## src/rtl/seq_mem_ctrl.sv

```systemverilog
// Front-end controller for the 16-entry sequential memory: two round-robin producers,
// one in-order consumer, handshakes turned into one-cycle memory request pulses.
module seq_mem_ctrl #(
    parameter int DATA_WIDTH = 8,
    parameter int DEPTH      = 16,
    localparam int CW        = $clog2(DEPTH) + 1
) (
    input  logic                  clk,
    input  logic                  reset,
    input  logic                  wr0_valid,
    input  logic [DATA_WIDTH-1:0] wr0_data,
    output logic                  wr0_ready,
    input  logic                  wr1_valid,
    input  logic [DATA_WIDTH-1:0] wr1_data,
    output logic                  wr1_ready,
    output logic                  rd_valid,
    output logic [DATA_WIDTH-1:0] rd_data,
    input  logic                  rd_ready,
    input  logic                  clear,
    output logic                  mem_reset,
    output logic                  mem_request_write,
    output logic                  mem_request_read,
    output logic [DATA_WIDTH-1:0] mem_data_in,
    input  logic [DATA_WIDTH-1:0] mem_data_out,
    input  logic                  mem_correct_read,
    output logic [CW-1:0]         count_wr,
    output logic [CW-1:0]         count_rd,
    output logic                  done,
    output logic [2:0]            dbg_state
);

    // Handshakes: a word moves on a cycle where valid and ready are both high.
    // Ready/valid outputs are combinational and held at 0 while reset is asserted.

    typedef enum logic [2:0] {
        S_IDLE  = 3'd0,
        S_WR_HI = 3'd1,
        S_WR_LO = 3'd2,
        S_RD_HI = 3'd3,
        S_RD_LO = 3'd4,
        S_DONE  = 3'd5,
        S_CLEAR = 3'd6
    } state_t;

    localparam logic [CW-1:0] DEPTH_C = CW'(DEPTH);
    localparam logic [CW-1:0] ONE_C   = CW'(1);

    state_t                state_q, state_d;
    logic [CW-1:0]         count_wr_q, count_wr_d;
    logic [CW-1:0]         count_rd_q, count_rd_d;
    logic                  rr_q, rr_d;
    logic                  last_op_q, last_op_d;   // 1 = last op was a write
    logic [DATA_WIDTH-1:0] mem_data_in_q, mem_data_in_d;

    logic wr_cand;
    logic rd_possible;
    logic read_first;
    logic grant1;
    logic wr0_ready_c, wr1_ready_c, rd_valid_c;

    always_ff @(posedge clk or posedge reset) begin
        if (reset) begin
            state_q       <= S_IDLE;
            count_wr_q    <= '0;
            count_rd_q    <= '0;
            rr_q          <= 1'b0;
            last_op_q     <= 1'b0;
            mem_data_in_q <= '0;
        end else begin
            state_q       <= state_d;
            count_wr_q    <= count_wr_d;
            count_rd_q    <= count_rd_d;
            rr_q          <= rr_d;
            last_op_q     <= last_op_d;
            mem_data_in_q <= mem_data_in_d;
        end
    end

    always_comb begin
        state_d       = state_q;
        count_wr_d    = count_wr_q;
        count_rd_d    = count_rd_q;
        rr_d          = rr_q;
        last_op_d     = last_op_q;
        mem_data_in_d = mem_data_in_q;
        wr0_ready_c   = 1'b0;
        wr1_ready_c   = 1'b0;
        rd_valid_c    = 1'b0;

        wr_cand     = (count_wr_q < DEPTH_C) && (wr0_valid || wr1_valid);
        rd_possible = (count_rd_q < count_wr_q) && mem_correct_read;
        // After a write, a ready consumer gets the next slot so reads are not starved.
        read_first  = last_op_q && rd_possible && rd_ready;
        grant1      = rr_q ? wr1_valid : !wr0_valid;

        case (state_q)
            S_IDLE: begin
                if (clear) begin
                    state_d = S_CLEAR;
                end else if (wr_cand && !read_first) begin
                    wr0_ready_c   = !grant1;
                    wr1_ready_c   = grant1;
                    mem_data_in_d = grant1 ? wr1_data : wr0_data;
                    rr_d          = !grant1;
                    last_op_d     = 1'b1;
                    state_d       = S_WR_HI;
                end else if (rd_possible) begin
                    rd_valid_c = 1'b1;
                    if (rd_ready) begin
                        last_op_d = 1'b0;
                        state_d   = S_RD_HI;
                    end
                end
            end
            S_WR_HI: state_d = S_WR_LO;
            S_WR_LO: begin
                count_wr_d = count_wr_q + ONE_C;
                state_d    = S_IDLE;
            end
            S_RD_HI: state_d = S_RD_LO;
            S_RD_LO: begin
                count_rd_d = count_rd_q + ONE_C;
                state_d    = (count_rd_q + ONE_C == DEPTH_C) ? S_DONE : S_IDLE;
            end
            S_DONE: begin
                if (clear) state_d = S_CLEAR;
            end
            S_CLEAR: begin
                count_wr_d    = '0;
                count_rd_d    = '0;
                rr_d          = 1'b0;
                last_op_d     = 1'b0;
                mem_data_in_d = '0;
                state_d       = S_IDLE;
            end
            default: state_d = S_IDLE;
        endcase
    end

    assign wr0_ready         = wr0_ready_c & ~reset;
    assign wr1_ready         = wr1_ready_c & ~reset;
    assign rd_valid          = rd_valid_c & ~reset;
    assign rd_data           = mem_data_out;
    // Requests decode straight from state so an async reset drops them immediately.
    assign mem_request_write = (state_q == S_WR_HI);
    assign mem_request_read  = (state_q == S_RD_HI);
    assign mem_reset         = reset | (state_q == S_CLEAR);
    assign mem_data_in       = mem_data_in_q;
    assign count_wr          = count_wr_q;
    assign count_rd          = count_rd_q;
    assign done              = (count_rd_q == DEPTH_C);
    assign dbg_state         = state_q;

endmodule

```

## config.mk

```make
export PLATFORM = sky130hd
export DESIGN_NAME = seq_mem_ctrl
export DESIGN_NICKNAME = d
export VERILOG_FILES = /design/src/rtl/seq_mem_ctrl.sv
export SDC_FILE = /design/constraint.sdc
export NUM_CORES = 1
export LEC_CHECK = 0
export ABC_AREA = 0
export BUFFER_PORTS_ARGS = -buffer_cell sky130_fd_sc_hd__buf_4
export CAP_MARGIN = 20
export CORE_MARGIN = 2
export CORE_UTILIZATION = 51
export CTS_BUF_LIST = sky130_fd_sc_hd__clkbuf_16
export CTS_CLUSTER_SIZE = 14
export DETAILED_ROUTE_END_ITERATION = 8
export HOLD_SLACK_MARGIN = 0.15
export PLACE_DENSITY = 0.85
export REMOVE_ABC_BUFFERS = 1
export SLEW_MARGIN = 10
export SYNTH_ARGS = -nofsm -noshare
export SYNTH_HDL_FRONTEND = slang
export SYNTH_SLANG_ARGS = --single-unit
export TNS_END_PERCENT = 10
```

## constraint.sdc

```tcl
create_clock -name clk -period 3.2 [get_ports clk]
set_input_delay 0.16 -clock clk [delete_from_list [all_inputs] [get_ports clk]]
set_output_delay 0.16 -clock clk [all_outputs]
set_load 0.02 [all_outputs]
```

==> impl_results.md <==
* Crit Path Max Fanout at 9
* Share of the synthesized area in the top cell type at 0.370
* Area of the multi-input gates at between 800 and 900 µm²
* Row count at 20
* Total global-route track usage at 0.211
* Ys async rst share at 1.00
* Number of max-cap violations at 0
* Final setup vio count at 0
* Tmin final at 2.48 ns
* Arr. time, crit path at around 2.6 ns
* Mean Syn Cell Area at 8.54 µm²
* Synth Area in Adders at 0.0564
* Final Max Slew Viols at 0
* Worst skew pair latency at approximately 0.26 ns
* Post-CTS resize count at 0
* Routed WL per cell at approximately 14 µm
* Top FF cell, synth: dfrtp_1
* Sequential share of power at 0.328
* Layout cells sized above 1 at 0.293
* R2R depth at 7
* WP data required at about 3.3 ns
* Hold EP: dbg_state[2]
* Final hold vios at 0
* Comb pwr share at 0.524
* R2r startpoint: count_wr[2]
* Inserted Diodes at 0
* Largest net degree at the start of global routing at 19
* Mux cell area share after synthesis at 0.0910
* Vias per Instance at between 5 and 6
* Detailed Place HPWL at approximately 2500 µm
* IO buf count at 50
* Routed WL at about 3600 µm
* Clock share of power at 0.148
* Dpl cells at between 200 and 300
* Post-synth EDFFs at 0
* Cell Area, Synth at approximately 0.0016 mm²
* RSZ-0062 raised after global routing: no
* Slew HR at 0.585
* M1 WL at about 1600 µm
* Sw frac at 0.432
* Compound-cell area share of the yosys netlist at 0.195
* Min-Delay Startpoint: clear
* Most common cell in the synthesized netlist: nand2_1
* Ranking of synthesized cells by area: dfrtp_1 37%, mux2_4 7.7%, nand2_1 7.5%
* Seq cells post-synth at 23
* Number of global-route vias before repair at about 1200
* TritonCTS clock tree: done
* Placed Area at 0.00188 mm²
* Setup tns final at 0 ns
* Initial antenna violation count at 0
* Total gr overflow at 0
* Post-synthesis simple-gate area fraction at 0.192
* Starting Density at 0.522
* PD cells at ~940 mW/mm²
* Area Overhead vs Synth at 26.8%
* Syn Inst Count at 182
* Register area at between 500 and 600 µm²
* Met3 wire len at about 210 µm
* Gpl congestion at roughly 0.81
* Synth Area in XOR/XNOR at 0.00564
* R2R Setup Slk at a little over 0.7 ns
* Critical Setup Path Class: reg2reg
* Commonest cells in the netlist: 31 x nand2_1, 23 x dfrtp_1, 15 x a21oi_1
* Uppermost routed layer: met4
* Psw at ~0.8 mW
* Die area at 0.00350 mm²
* Antenna-violating nets left at 0
* Design area at about 0.0020 mm²
* Synth warn at 0
* Status: finished clean
* Clk root buf: clkbuf_16
* Top Ports at 67
* Drc violations at 0
* Final core area utilization at 0.662
* Fin crit share at 0.774
* Clock sinks at 23
* Critical Path End Type: flop
* Die W at 59.2 µm
* Worst Hold Class: in2reg
* Drt first pass iters at 4
* Clock slew at reported path FFs at approximately 0.06 ns
* Register area share after synthesis at 0.370
* Largest family of logic cells by synthesized area: compound AO/OA/AOI/OAI gates
* Clock skew at roughly 0.0027 ns
* Core area at between 0.002 and 0.003 mm²
* H-tree levels at 1
* Fillers at 244
* Max VDD drop at between 0.0006 and 0.0007 V
* Leak at between 0.9 and 1 nW
* Initial DRC count at 63
* Detail Route met2 WL at ~1700 µm
* Overall die height at 59.2 µm
* Maximum clock rate at 404 MHz
* Routed via count at 1410
* Layout Cells excl Fill at roughly 260
* Hold Path Depth at 3
* Yosys top cell by area: dfrtp_1
* CTS buffer count at 3
* Crit path launch type: flop
* First-pass GRT wire length at between 5000 and 6000 µm
* Reg-to-Reg End: mem_data_in[5]
* Clock Path Buffers at 2
* Measured slew at the worst slew-check pin at a little over 0.6 ns
* Net count, final at around 260
* Internal power at 1.05 mW
* Library cells used by synthesis at 37
## kinds of logic after synthesis
family	Yosys count
xor gates and xnor gates	1
muxes	10
adders and majority gates	7
buffers and inverters	27
and+or+nand+nor	66
AOI/OAI and AO/OA	48
DFF	23
## worst max path at each step
| stage | cells past startpoint | end | startpoint |
|---|---|---|---|
| detailed placement | 7 | mem_data_in[5] | count_wr[2] |
| floorplan | 6 | rd_valid | count_wr[2] |
| global placement | 7 | mem_data_in[1] | count_wr[2] |
| global route | 7 | mem_data_in[5] | count_wr[2] |
| finish | 7 | mem_data_in[5] | count_wr[2] |
| CTS | 7 | mem_data_in[5] | count_wr[2] |
## registers in the layout (all words and copies together), names as in the netlist
| name | flops |
|---|---|
| count_rd | 5 |
| mem_data_in | 8 |
| dbg_state | 3 |
| count_wr | 5 |
| rr_q | 1 |
| last_op_q | 1 |
## critical path, stage by stage, from the launching register on
cell	delay [ns]
dfrtp_1	0.43
inv_1	0.09
ha_1	0.31
a21o_1	0.15
a31oi_1	0.22
o21ai_1	0.16
o41a_1	0.62
mux2_4	0.38
## cell usage in the layout, fill, tap and decap left out, drive strengths merged, types with 2 or more instances in the layout
master	instances
nand3	5
o31ai	3
nand2	31
a31oi	3
nor3	4
nor2	14
inv	11
mux2	9
a21oi	15
clkbuf	3
o21ai	15
o22ai	2
dfrtp	23
ha	7
a21o	2
nand2b	5
buf	51
## cell type report
type / count / share of cell area
multi-input cells: 132 / 0.426
clock inverters: 1 / 0.00254
inverters: 11 / 0.0210
well taps: 33 / 0.0210
repair buffers: 52 / 0.199
flip-flops and latches: 23 / 0.292
clock buffers: 3 / 0.0381
## routing by layer
metal,global-route usage,vias to the layer above
li1,-,709
met1,0.299,642
met2,0.306,52
met3,0.0611,7
met4,0.0714,0
met5,0,-
## power by group through the flow
| stage | registers (mW) | logic, mW | clock network, mW |
|---|---|---|---|
| after global placement | 0.606 | 0.948 | 0 |
| after floorplan | 0.701 | 0.532 | 0 |
| after CTS | 0.606 | 0.975 | 0.278 |
| final | 0.609 | 0.972 | 0.274 |
| after global routing | 0.635 | 1.07 | 0.287 |
| after detailed placement | 0.609 | 0.969 | 0 |
## stage by stage
stage | setup slack (ns) | power, mW | hold WS [ns]
2_1_floorplan | 0.644 | 1.23 | 0.176
3_3_place_gp | 0.809 | 1.55 | 0.199
3_5_place_dp | 0.776 | 1.58 | 0.205
4_1_cts | 0.720 | 1.86 | 0.242
5_1_grt | 0.482 | 1.99 | 0.265
6_report | 0.724 | 1.85 | 0.239
## repair_timing
item / 4_1_cts / 5_1_grt
hold buffers: 1 / 0
hold endpoints to repair: 10 / 0
buffers inserted: 0 / 0
(Power assumes the default switching activity.)
